## src/rtl/nes_frame_capture_if.sv

```systemverilog
// +----------------------------------------------------------------------------+
// | nes_frame_capture_if                                                       |
// | Pixel stream in / frame-buffer write bus out for nes_frame_capture.        |
// | Rev 1.0                                                                    |
// +----------------------------------------------------------------------------+
`default_nettype none

interface nes_frame_capture_if;
  logic        rendering;
  logic        frame_start;
  logic [5:0]  color;
  logic        wr;
  logic [15:0] wr_addr;
  logic [5:0]  wr_data;
  logic        frame_done;
  logic        frame_err;
  logic [7:0]  frame_count;

  // master: PPU-side source; slave: the capture block
  modport master (
    output rendering, frame_start, color,
    input  wr, wr_addr, wr_data, frame_done, frame_err, frame_count
  );

  modport slave (
    input  rendering, frame_start, color,
    output wr, wr_addr, wr_data, frame_done, frame_err, frame_count
  );
endinterface

`default_nettype wire

```

## src/rtl/nes_frame_capture.sv

```systemverilog
// +----------------------------------------------------------------------------+
// | nes_frame_capture                                                          |
// | PPU pixel stream to linear frame-buffer writes with frame alignment/errors.|
// | Optional: CAPTURE_OVERSCAN_EN blanks the top/bottom 8 rows to 6'h0F.       |
// | Rev 1.0                                                                    |
// +----------------------------------------------------------------------------+
`default_nettype none

module nes_frame_capture #(
  parameter int H_PIXELS = 256,
  parameter int V_LINES  = 240
) (
  input  wire                  ppu_clock,
  input  wire                  rst_n,
  nes_frame_capture_if.slave   bus
);

  localparam int XW = $clog2(H_PIXELS);
  localparam int YW = 16 - XW;

  typedef enum logic [1:0] {
    S_IDLE    = 2'd0,
    S_CAPTURE = 2'd1,
    S_DONE    = 2'd2
  } state_t;

  state_t         state_q, state_d;
  logic [XW-1:0]  x_q, x_d;
  logic [YW-1:0]  y_q, y_d;
  logic           wr_q, wr_d;
  logic [15:0]    addr_q, addr_d;
  logic [5:0]     data_q, data_d;
  logic           done_q, done_d;
  logic           err_q, err_d;
  logic [7:0]     cnt_q, cnt_d;

  logic           w_x_last;
  logic           w_last_px;
  logic [5:0]     w_pix;

  assign w_x_last  = (x_q == XW'(H_PIXELS - 1));
  assign w_last_px = w_x_last && (y_q == YW'(V_LINES - 1));

`ifdef CAPTURE_OVERSCAN_EN
  assign w_pix = ((y_q < YW'(8)) || (y_q >= YW'(V_LINES - 8))) ? 6'h0F : bus.color;
`else
  assign w_pix = bus.color;
`endif

  always_ff @(posedge ppu_clock or negedge rst_n) begin
    if (!rst_n) begin
      state_q <= S_IDLE;
    end else begin
      state_q <= state_d;
    end
  end

  always_comb begin
    state_d = state_q;
    x_d     = x_q;
    y_d     = y_q;
    wr_d    = 1'b0;
    addr_d  = addr_q;
    data_d  = data_q;
    done_d  = 1'b0;
    err_d   = err_q;
    cnt_d   = cnt_q;
    case (state_q)
      S_IDLE: begin
        if (bus.frame_start) begin
          x_d     = '0;
          y_d     = '0;
          state_d = S_CAPTURE;
        end else if (bus.rendering) begin
          err_d = 1'b1;
        end
      end
      S_CAPTURE: begin
        if (bus.frame_start) begin
          // Short frame: restart alignment, the pixel in this cycle is dropped
          err_d = 1'b1;
          x_d   = '0;
          y_d   = '0;
        end else if (bus.rendering) begin
          wr_d   = 1'b1;
          addr_d = {y_q, x_q};
          data_d = w_pix;
          if (w_last_px) begin
            x_d     = '0;
            y_d     = '0;
            state_d = S_DONE;
          end else if (w_x_last) begin
            x_d = '0;
            y_d = y_q + YW'(1);
          end else begin
            x_d = x_q + XW'(1);
          end
        end
      end
      S_DONE: begin
        done_d = 1'b1;
        cnt_d  = cnt_q + 8'd1;
        err_d  = 1'b0;
        x_d    = '0;
        y_d    = '0;
        if (bus.frame_start) begin
          state_d = S_CAPTURE;
        end else begin
          state_d = S_IDLE;
          if (bus.rendering) begin
            err_d = 1'b1;
          end
        end
      end
      default: begin
        state_d = S_IDLE;
      end
    endcase
  end

  always_ff @(posedge ppu_clock or negedge rst_n) begin
    if (!rst_n) begin
      x_q    <= '0;
      y_q    <= '0;
      wr_q   <= 1'b0;
      addr_q <= 16'h0000;
      data_q <= 6'h00;
      done_q <= 1'b0;
      err_q  <= 1'b0;
      cnt_q  <= 8'h00;
    end else begin
      x_q    <= x_d;
      y_q    <= y_d;
      wr_q   <= wr_d;
      addr_q <= addr_d;
      data_q <= data_d;
      done_q <= done_d;
      err_q  <= err_d;
      cnt_q  <= cnt_d;
    end
  end

  assign bus.wr          = wr_q;
  assign bus.wr_addr     = addr_q;
  assign bus.wr_data     = data_q;
  assign bus.frame_done  = done_q;
  assign bus.frame_err   = err_q;
  assign bus.frame_count = cnt_q;

endmodule

`default_nettype wire

```

## src/flat_wrapper.sv

```systemverilog
// flat-port wrapper written by rule: the top's interface ports become plain ports
module nes_frame_capture_flat 
#(
  parameter int H_PIXELS = 256,
  parameter int V_LINES  = 240
)
  (ppu_clock, rst_n, bus_rendering, bus_frame_start, bus_color, bus_wr, bus_wr_addr, bus_wr_data, bus_frame_done, bus_frame_err, bus_frame_count);
  nes_frame_capture_if bus_i ();
  input  wire ppu_clock;
  input  wire rst_n;
  input wire logic [$bits(bus_i.rendering)-1:0] bus_rendering;
  input wire logic [$bits(bus_i.frame_start)-1:0] bus_frame_start;
  input wire logic [$bits(bus_i.color)-1:0] bus_color;
  output wire logic [$bits(bus_i.wr)-1:0] bus_wr;
  output wire logic [$bits(bus_i.wr_addr)-1:0] bus_wr_addr;
  output wire logic [$bits(bus_i.wr_data)-1:0] bus_wr_data;
  output wire logic [$bits(bus_i.frame_done)-1:0] bus_frame_done;
  output wire logic [$bits(bus_i.frame_err)-1:0] bus_frame_err;
  output wire logic [$bits(bus_i.frame_count)-1:0] bus_frame_count;
  assign bus_i.rendering = bus_rendering;
  assign bus_i.frame_start = bus_frame_start;
  assign bus_i.color = bus_color;
  assign bus_wr = bus_i.wr;
  assign bus_wr_addr = bus_i.wr_addr;
  assign bus_wr_data = bus_i.wr_data;
  assign bus_frame_done = bus_i.frame_done;
  assign bus_frame_err = bus_i.frame_err;
  assign bus_frame_count = bus_i.frame_count;
  nes_frame_capture #(.H_PIXELS(H_PIXELS), .V_LINES(V_LINES)) u_core (.ppu_clock(ppu_clock), .rst_n(rst_n), .bus(bus_i));
endmodule
```

## config.mk

```make
export PLATFORM = sky130hd
export DESIGN_NAME = nes_frame_capture_flat
export DESIGN_NICKNAME = d
export VERILOG_FILES = /design/src/rtl/nes_frame_capture_if.sv /design/src/rtl/nes_frame_capture.sv /design/src/flat_wrapper.sv
export SDC_FILE = /design/constraint.sdc
export NUM_CORES = 1
export LEC_CHECK = 0
export CAP_MARGIN = 10
export CORE_MARGIN = 5
export CORE_UTILIZATION = 32
export CTS_CLUSTER_SIZE = 16
export DETAILED_ROUTE_END_ITERATION = 7
export MAX_ROUTING_LAYER = met4
export PLACE_DENSITY = 0.51
export SETUP_SLACK_MARGIN = 0.3
export SYNTH_ARGS = -nofsm -noshare
export SYNTH_HDL_FRONTEND = slang
export SYNTH_SLANG_ARGS = --single-unit
```

## constraint.sdc

```tcl
create_clock -name ppu_clock -period 2.1 [get_ports ppu_clock]
set_input_delay 0.42 -clock ppu_clock [delete_from_list [all_inputs] [get_ports ppu_clock]]
set_output_delay 0.42 -clock ppu_clock [all_outputs]
set_load 0.05 [all_outputs]
```

==> reports/metrics.cfg, run 1 <==
[placement]
dp_hpwl_um = 3380
pre_cts_ws_ns = -0.0424
gp_congestion = 0.790
numPortBuffers = 42

[critical_path]
crit_chain = dlygate4sd2_1
start_kind = flop
critPathMaxFanout = 5
worstSetupEndpointType = primary output
max_stage_delay_ns = 0.55
rrSetupSlack_ns = 0.44
required_ns = 1.68
r2r_cells = 7
cp.depth = 1
cp_data_arrival_time_ns = 1.28
crit_path_top_delay_cell = dlygate4sd2_1
cp_top_family = buffers and inverters
path_buf_inv = 1
critPathKind = flop to primary output

[yosys]
synth_xor_area_frac = 0.0466
synth_cell_types = 41
synthCells = 186
yosysSeqAreaShare = 0.566
syn_avg_cell_area_um2 = 12.1
synthAdderAreaFrac = 0.0167
synth_compound_area_frac = 0.0838
ys.flop_type = dfrtp_1
synth_top_family_by_area = simple AND/OR/NAND/NOR gates
synth_nets = 199
async_reset_ff_frac = 1.00
yosys.area_share.simple = 0.158
ys_warn_count = 0
synth_top_area_frac = 0.566
syn_area_mm2 = 0.00225
yosysTopAreaCell = dfrtp_1
ys_seq_elements = 51
yosys-top-cells-area = dfrtp_1 (57%), mux2_2 (11%), nand2_1 (3.2%)
yosys-mux-area-fraction = 0.115
synth_edf_count = 0

[floorplan]
die-area_mm2 = 0.00882
die_x_um = 93.9
core_area_mm2 = 0.00683
row_count = 30
ios = 43
die_h_um = 93.9
initial_utilization = 0.330

[routing]
dr.pass1.iters = 4
drtAntennaViolNets = 0
drc = 0
route.vias.total = 1638
vias_per_cell = 4.69
drtIter0Drc = 85
wl_per_cell_um = 13.3
finalWirelength_um = 4640

[clock_tree]
hold_buffers = 0
clk_path_buf_depth = 2
clock_latency_ns = 0.30
cts_buffers = 5
clkSinkCount = 51
cts_root_buffer = clkbuf_8
cts_tree = yes
htreeDepth = 2
clk_pin_slew_ns = 0.10

[grt]
grt_pass1_vias = 1626
grt_overflow = 0
grt_max_degree = 22
antenna_found_initial = 0
grt_pass1_wl_um = 8030
grt_use_total = 0.117

[power_and_ir_drop]
p_per_area_mw_per_mm2 = 649
p_leak_nw = 1.48
vdd_drop_max_v = 0.000293
power_mw = 1.95

[sta]
max-slew-margin-rel = 0.664
period_share = 0.808
worst_slack_ns = 0.403
hold_violations = 0
setup_viol = 0
finalCriticalPeriod_ns = 1.70
fin_worst_skew_ns = 0.00629
fin_tns_setup_ns = 0
drv_slew = 0
tightest_slew_ns = 0.506
grt_setup_unrepaired = no
whs_ns = 0.0565
max_freq_mhz = 589

[flow_run]
maxCapViolCount = 0

[status]
status = completed

[final_layout]
nNetsFinal = 265
ff_latch_area_mm2 = 0.00128
drive_above_1_share = 0.273
multiInputGateArea_um2 = 960
areaGrowthSynthToFinish_pct = 33.2
diodes = 0
fill_cells = 685

[hold_path]
hold_path_class = primary input to asynchronous set/reset pin

==> routing by layer <==
metal	vias to the layer above	track usage	part of all wire
met3	5	0.0272	0.031
met5	-	-	0
li1	798	-	-
met4	0	0.0397	0.016
met2	29	0.170	0.44
met1	806	0.161	0.51
==> synthesized netlist by cell type, types with 2 or more instances <==
| library cell | instances |
|---|---|
| dfrtp_1 | 51 |
| mux2_2 | 23 |
| nand2_1 | 19 |
| nand3_1 | 11 |
| nor2_1 | 11 |
| o21ai_0 | 10 |
| xnor2_1 | 7 |
| xor2_1 | 5 |
| a21oi_1 | 4 |
| and3_1 | 4 |
| buf_2 | 3 |
| ha_1 | 3 |
| nand4_1 | 3 |
| o31ai_1 | 3 |
| nor3_1 | 2 |
| o41ai_1 | 2 |
==> power by group <==
group	internal (mW)	switching, mW
logic	0.112	0.194
registers	1.02	0.0221
clock network	0.270	0.333
==> registers in the layout (all words and copies together), names as in the netlist <==
register	flops
u_core.bus.frame_count	8
u_core.bus.frame_done	1
u_core.bus.frame_err	1
u_core.bus.wr	1
u_core.bus.wr_addr	16
u_core.bus.wr_data	6
u_core.state_q	2
u_core.x_q	8
u_core.y_q	8
==> stage by stage <==
step / util / instance area [um^2] / instances
finish: 0.439 / 3000 / 349
global route: 0.439 / 3000 / 349
CTS: 0.431 / 2950 / 343
detailed placement: 0.421 / 2880 / 334
global placement: 0.421 / 2880 / 334
floorplan: - / 2250 / 186
==> layout by cell type (no fill, tap or decap), types with 3 or more instances in the layout <==
cell type / n
buf_4: 22
and3_1: 4
xnor2_1: 7
clkdlybuf4s50_1: 6
a21oi_1: 4
dlygate4sd2_1: 34
nand3_1: 11
dfrtp_1: 49
nor2_1: 11
xor2_1: 5
nand2_1: 18
clkbuf_8: 6
o21ai_0: 9
mux2_2: 23
o31ai_1: 3
nand4_1: 3
==> final cells by class <==
class                      instances  share of cell area
clock buffer                       6              0.0275
sequential                        51               0.426
inverter                           1             0.00125
clock inverter                     2             0.00542
timing repair buffer              64               0.180
tap                               96              0.0400
multi-input combinational        129               0.320
==> cells by family after synthesis <==
group / count (synthesis)
XOR/XNOR: 12
multiplexers: 23
AO/OA/AOI/OAI: 27
flip-flops: 51
buffers and inverters: 6
adder cells (fa/ha/maj): 3
AND/OR/NAND/NOR: 64
==> worst paths after layout <==
kind                                                  startpoint                                    end
max                        u_core.bus.frame_count[3]$_DFFE_PN0N_                     bus_frame_count[3]
min                                                        rst_n          u_core.state_q[1]$_DFFE_PN0P_
max reg2reg                            u_core.x_q[0]$_DFFE_PN0P_              u_core.y_q[6]$_DFFE_PN0P_
min reg2reg                u_core.bus.frame_count[7]$_DFFE_PN0N_  u_core.bus.frame_count[7]$_DFFE_PN0N_
max in group asynchronous                                  rst_n          u_core.state_q[0]$_DFFE_PN0P_
min in group ppu_clock                             bus_rendering       u_core.bus.frame_err$_DFFE_PN0P_
==> what timing repair did <==
action | in CTS | in global routing
pin swaps | 1 | 2
endpoints found under the setup margin | 40 | 9
buffers inserted | 1 | 6
resized for setup | 36 | 6
Note: power is estimated with default switching activity, not from simulation.
==> run 2, diff against run 1 <==
Clock period 2.1 ns to 1.72 ns, I/O delays scaled along.
==> run 2 against run 1 <==
  * Global-route usage increased by 1.1 points
  * Die area is the same
  * Utilization rose by 7.4 points
  * Setup slack got worse by 0.26 ns
  * Hold slack got worse by 0.035 ns
  * Sequential share of layout area down 6.2 points
  * Cell area grew 17%
  * Highest routed layer unchanged
  * Critical path depth grew 4
  * Clock skew increased by 0.0016 ns
==> reports/metrics.cfg, run 2 (same netlist as run 1, synthesis figures left out) <==
[critical_path]
cp_top_family = flip-flops
path_buf_inv = 1  ; unchanged
required_ns = 1.91  ; +0.23 ns
cp_data_arrival_time_ns = 1.76  ; +0.48 ns
r2r_cells = 5  ; -2
critPathKind = flop to flop
cp-startpoint = u_core.state_q[1]$_DFFE_PN0P_
critPathMaxFanout = 4  ; -1
crit_chain = buf_6 -> a22o_4 -> or3b_1 -> xor2_1 -> nor2_1
rrSetupSlack_ns = 0.15  ; -0.29 ns
crit_path_top_delay_cell = dfrtp_2
start_kind = flop
r2r_start = u_core.state_q[1]$_DFFE_PN0P_
worstSetupEndpointType = flop
max_stage_delay_ns = 0.47  ; -0.08 ns
r2r_end = u_core.x_q[6]$_DFFE_PN0P_

[final_layout]
mostFrequentLayoutCell = buf_4
nNetsFinal = 296  ; +12%
diodes = 0  ; unchanged
layout_common_cells = buf_4 (68), dfrtp_1 (49), mux2_4 (20), nand2_1 (14), buf_6 (13)
largest_reg_flops = 16  ; unchanged
drive_above_1_share = 0.535  ; +0.262
fin_area_mm2 = 0.00351  ; +17%
fin_util = 0.514  ; +0.0742
fill_cells = 639  ; -6.7%
fin_cells = 380  ; +8.9%
areaGrowthSynthToFinish_pct = 55.7

[clock_tree]
hold_buffers = 0  ; unchanged
clk_path_buf_depth = 2  ; unchanged
cts_buffers = 5  ; unchanged
cts_tree = yes
cts_root_buffer = clkbuf_8
clock_latency_ns = 0.30  ; about the same
htreeDepth = 2  ; unchanged
clkSinkCount = 51  ; unchanged
clk_pin_slew_ns = 0.09  ; about the same

[sta]
finalCriticalPeriod_ns = 1.57
grt_setup_unrepaired = yes
max-slew-margin-rel = 0.813  ; +0.149
drv_slew = 0  ; unchanged
period_share = 0.915
fin_tns_setup_ns = 0  ; unchanged
worst_slack_ns = 0.146  ; -0.257 ns
fin_worst_skew_ns = 0.00792  ; +0.00162 ns
tightest_slew_ns = 0.277  ; -0.229 ns
max_freq_mhz = 635
setup_viol = 0  ; unchanged
hold_violations = 0  ; unchanged

[power_and_ir_drop]
clkPwrFrac = 0.331  ; +0.022
p_int_mw = 1.91  ; +37%
seqPwrFrac = 0.489  ; -0.045
vdd_drop_max_v = 0.000294  ; +0.41%
p_leak_nw = 1.67  ; +13%
share_comb_of_total_power = 0.180  ; +0.023
sw_frac_of_total = 0.262  ; -0.0196
p_per_area_mw_per_mm2 = 738  ; +14%
p_sw_mw = 0.679  ; +24%

[placement]
dp_hpwl_um = 3430  ; +1.6%
placed_area_mm2 = 0.00297  ; +3.2%
dpl.cell_count = 348  ; +4.2%
gp_congestion = 0.806  ; +2.1%
numPortBuffers = 42  ; unchanged
pre_cts_ws_ns = -0.271  ; -0.229 ns

[floorplan]
initial_utilization = 0.330  ; unchanged
core_area_mm2 = 0.00683  ; unchanged
row_count = 30  ; unchanged
ios = 43  ; unchanged
die-area_mm2 = 0.00882  ; unchanged
die_h_um = 93.9  ; unchanged
die_x_um = 93.9  ; unchanged

[routing]
route.vias.total = 1789  ; +9.2%
finalWirelength_um = 5460  ; +18%
drc = 0  ; unchanged
drtIter0Drc = 72  ; -15%
drtAntennaViolNets = 0  ; unchanged
wl_per_cell_um = 14.4  ; +8.0%
vias_per_cell = 4.71  ; +0.31%
dr.pass1.iters = 4  ; unchanged

[grt]
grt_pass1_vias = 1789  ; +10%
grt_use_total = 0.128  ; +0.0107
grt_overflow = 0  ; unchanged
grt_pass1_wl_um = 8830  ; +10%
grt_max_degree = 52  ; +140%
antenna_found_initial = 0  ; unchanged

[flow_run]
maxCapViolCount = 0  ; unchanged

[status]
status = completed

[hold_path]
hold_path_class = primary input to asynchronous set/reset pin

[run 2: what timing repair did]
action,CTS,global route
buffers inserted,14,7
resized for setup,28,36
gates cloned,2,1
pin swaps,15,22
endpoints found under the setup margin,42,37
[run 2: layout make-up]
class / count / area [um^2] / area share
multi-input cells: 130 / 1180 / 0.336
inverters: 1 / 3.75 / 0.00107
clock buffers: 6 / 82.6 / 0.0235
repair buffers: 94 / 810 / 0.231
clock inverters: 2 / 35.0 / 0.00999
well taps: 96 / 120 / 0.0342
flip-flops and latches: 51 / 1280 / 0.364
[run 2: worst max-delay path by stage]
| stage | endpoint | slack [ns] | cells past startpoint |
|---|---|---|---|
| after detailed placement | u_core.x_q[6]$_DFFE_PN0P_ | -0.27 | 6 |
| after global routing | u_core.y_q[7]$_DFFE_PN0P_ | 0.02 | 6 |
| final | u_core.x_q[6]$_DFFE_PN0P_ | 0.15 | 5 |
| after global placement | u_core.x_q[6]$_DFFE_PN0P_ | -0.24 | 6 |
| after floorplan | u_core.y_q[3]$_DFFE_PN0P_ | 0.20 | 5 |
| after CTS | u_core.y_q[7]$_DFFE_PN0P_ | 0.17 | 6 |
[run 2: worst register-to-register path, cell delays in order, from the launching register on]
cell and delay [ns]:
dfrtp_2 0.47, buf_6 0.14, a22o_4 0.26, or3b_1 0.37, xor2_1 0.16, nor2_1 0.06
[run 2: stage by stage]
stage / hold slack, ns / total power, mW
after global placement: 0.361 / 1.71
after detailed placement: 0.361 / 1.71
after CTS: 0.0272 / 2.61
after global routing: 0.0441 / 2.70
final: 0.0215 / 2.59
after floorplan: 0.0484 / 1.54
[run 2: power groups by stage]
stage | sequential (mW) | clock (mW) | combinational [mW]
global placement | 1.29 | 0 | 0.420
finish | 1.27 | 0.857 | 0.467
CTS | 1.27 | 0.892 | 0.449
detailed placement | 1.29 | 0 | 0.422
floorplan | 1.42 | 0 | 0.117
global route | 1.27 | 0.926 | 0.497
[run 2: per-layer routing]
| metal | GRT usage | routed length (um) | part of all wire | vias to the layer above |
|---|---|---|---|---|
| met4 | 0.0361 | 59 | 0.011 | 0 |
| met2 | 0.200 | 2630 | 0.48 | 37 |
| met5 | - | 0 | 0 | - |
| li1 | - | - | - | 863 |
| met3 | 0.0248 | 212 | 0.039 | 8 |
| met1 | 0.169 | 2550 | 0.47 | 881 |
==> run 3, diff against run 2 <==
Clock period 1.72 ns to 1.7 ns, I/O delays scaled along.
==> run 3 against run 2 <==
  * Die area unchanged
  * Power down 2.0%
  * Cell area down 0.36%
  * Hold slack worse by 0.0087 ns
  * First-iteration DRC count down 49%
  * Count of clock-buffer cells in the layout up 1
  * Global-route usage up 0.48 points
  * Critical endpoint is now u_core.y_q[3]$_DFFE_PN0P_
==> reports/metrics.cfg, run 3 (same netlist as run 1, synthesis figures left out) <==
[final_layout]
fill_cells = 634  ; -0.78%
ff_latch_area_mm2 = 0.00128  ; unchanged
mostFrequentLayoutCell = buf_4
multiInputGateArea_mm2 = 0.00119  ; +1.2%
nNetsFinal = 292  ; -1.4%
layout_common_cells = buf_4 (65), dfrtp_1 (49), mux2_4 (22), nand2_1 (15), buf_6 (11)
drive_above_1_share = 0.525  ; -0.0102
fin_cells = 376  ; -1.1%
areaGrowthSynthToFinish_pct = 55.1
diodes = 0  ; unchanged
largest_reg_flops = 16  ; unchanged

[grt]
grt_overflow = 0  ; unchanged
grt_pass1_wl_um = 9020  ; +2.1%
antenna_found_initial = 0  ; unchanged
grt_use_total = 0.132  ; +0.00481
grt_pass1_vias = 1843  ; +3.0%
grt_max_degree = 52  ; unchanged

[sta]
worst_slack_ns = 0.0642  ; -0.0821 ns
grt_setup_unrepaired = yes
drv_slew = 0  ; unchanged
finalCriticalPeriod_ns = 1.64  ; +0.0621 ns
max-slew-margin-rel = 0.774  ; -0.0385
setup_viol = 0  ; unchanged
whs_ns = 0.0128  ; -0.00869 ns
tightest_slew_ns = 0.339  ; +0.0613 ns
max_freq_mhz = 611  ; -3.8%
fin_worst_skew_ns = 0.00911  ; +0.00119 ns
hold_violations = 0  ; unchanged
period_share = 0.962  ; +0.0473

[power_and_ir_drop]
sw_frac_of_total = 0.275  ; +0.0132
seqPwrFrac = 0.507  ; +0.018
p_leak_nw = 1.65  ; -1.2%
clkPwrFrac = 0.302  ; -0.029
p_per_area_mw_per_mm2 = 726  ; -1.7%
share_comb_of_total_power = 0.192  ; +0.012
p_sw_mw = 0.699  ; +2.9%
vdd_drop_max_v = 0.000384  ; +31%
p_int_mw = 1.84  ; -3.8%

[critical_path]
critPathKind = flop to flop
crit_chain = nand4b_1 -> nor4_4 -> or2b_4 -> a2bb2oi_2 -> o31ai_1
path_buf_inv = 0  ; -1
start_kind = flop
r2r_cells = 5  ; unchanged
required_ns = 1.88  ; -0.03 ns
cp_data_arrival_time_ns = 1.82  ; +0.06 ns
crit_path_top_delay_cell = nor4_4
critPathMaxFanout = 4  ; unchanged
cp_top_family = simple AND/OR/NAND/NOR gates
worstSetupEndpointType = flop
cp.depth = 5  ; unchanged
max_stage_delay_ns = 0.41  ; -0.06 ns

[routing]
drtIter0Drc = 37  ; -49%
vias_per_cell = 4.76  ; +1.1%
drtAntennaViolNets = 0  ; unchanged
wl_per_cell_um = 14.2  ; -0.94%
route.vias.total = 1789  ; unchanged
finalWirelength_um = 5350  ; -2.0%
dr.pass1.iters = 4  ; unchanged
drc = 0  ; unchanged

[floorplan]
initial_utilization = 0.330  ; unchanged
die_x_um = 93.9  ; unchanged
core_area_mm2 = 0.00683  ; unchanged
ios = 43  ; unchanged
die-area_mm2 = 0.00882  ; unchanged
row_count = 30  ; unchanged
die_h_um = 93.9  ; unchanged

[clock_tree]
clkSinkCount = 51  ; unchanged
htreeDepth = 2  ; unchanged
clk_path_buf_depth = 2  ; unchanged
cts_buffers = 5  ; unchanged
cts_tree = yes
clock_latency_ns = 0.30  ; about the same
hold_buffers = 0  ; unchanged
cts_root_buffer = clkbuf_8
clk_pin_slew_ns = 0.09  ; about the same

[hold_path]
hold_path_class = primary input to asynchronous set/reset pin

[placement]
dp_hpwl_um = 3470  ; +0.91%
numPortBuffers = 42  ; unchanged
pre_cts_ws_ns = -0.346  ; -0.0743 ns
gp_congestion = 0.727  ; -9.9%
dpl.cell_count = 348  ; unchanged

[flow_run]
maxCapViolCount = 0  ; unchanged

[status]
status = completed

[run 3: metrics by stage]
stage	power, mW	area [um^2]	TNS (ns)	util
final	2.54	3500	0	0.512
after global placement	1.73	2980	-9.03	0.436
after floorplan	1.56	2330	0	-
after global routing	2.67	3500	-0.0535	0.512
after detailed placement	1.74	2980	-9.62	0.436
after CTS	2.56	3400	0	0.497
[run 3: repair_timing]
item,in CTS,in global routing
setup endpoints to repair,43,41
pin swaps,16,10
setup buffers,17,1
resized for setup,42,21
cloned,2,0
[run 3: layout make-up]
cell class,count,area share
clock buffer,7,0.0276
inverter,1,0.00107
sequential,51,0.366
timing repair buffer,90,0.228
tap,96,0.0344
clock inverter,1,0.00215
multi-input combinational,130,0.341
[run 3: metal layers]
layer,global-route usage,routed length [um],vias to the layer above
li1,-,-,856
met1,0.180,2560,882
met2,0.197,2480,46
met3,0.0296,258,5
met4,0.0409,50,0
met5,-,0,-
[run 3: power by group through the flow]
stage               Sequential [mW]  Clock [mW]  Combinational, mW
CTS                            1.28       0.801              0.477
finish                         1.29       0.766              0.487
global placement               1.31           0              0.430
floorplan                      1.44           0              0.118
global route                   1.29       0.855              0.519
detailed placement             1.31           0              0.430
[run 3: final timing paths]
check / startpoint / to / slack [ns]
setup / recovery: u_core.y_q[4]$_DFFE_PN0P_ / u_core.y_q[3]$_DFFE_PN0P_ / 0.06
hold / removal: rst_n / u_core.bus.wr_addr[1]$_DFFE_PN0P_ / 0.01
setup reg to reg: u_core.y_q[4]$_DFFE_PN0P_ / u_core.y_q[3]$_DFFE_PN0P_ / 0.06
hold reg to reg: u_core.bus.frame_count[7]$_DFFE_PN0N_ / u_core.bus.frame_count[7]$_DFFE_PN0N_ / 0.47
max in group asynchronous: rst_n / u_core.state_q[1]$_DFFE_PN0P_ / 1.44
min in group ppu_clock: u_core.bus.frame_count[7]$_DFFE_PN0N_ / u_core.bus.frame_count[7]$_DFFE_PN0N_ / 0.47
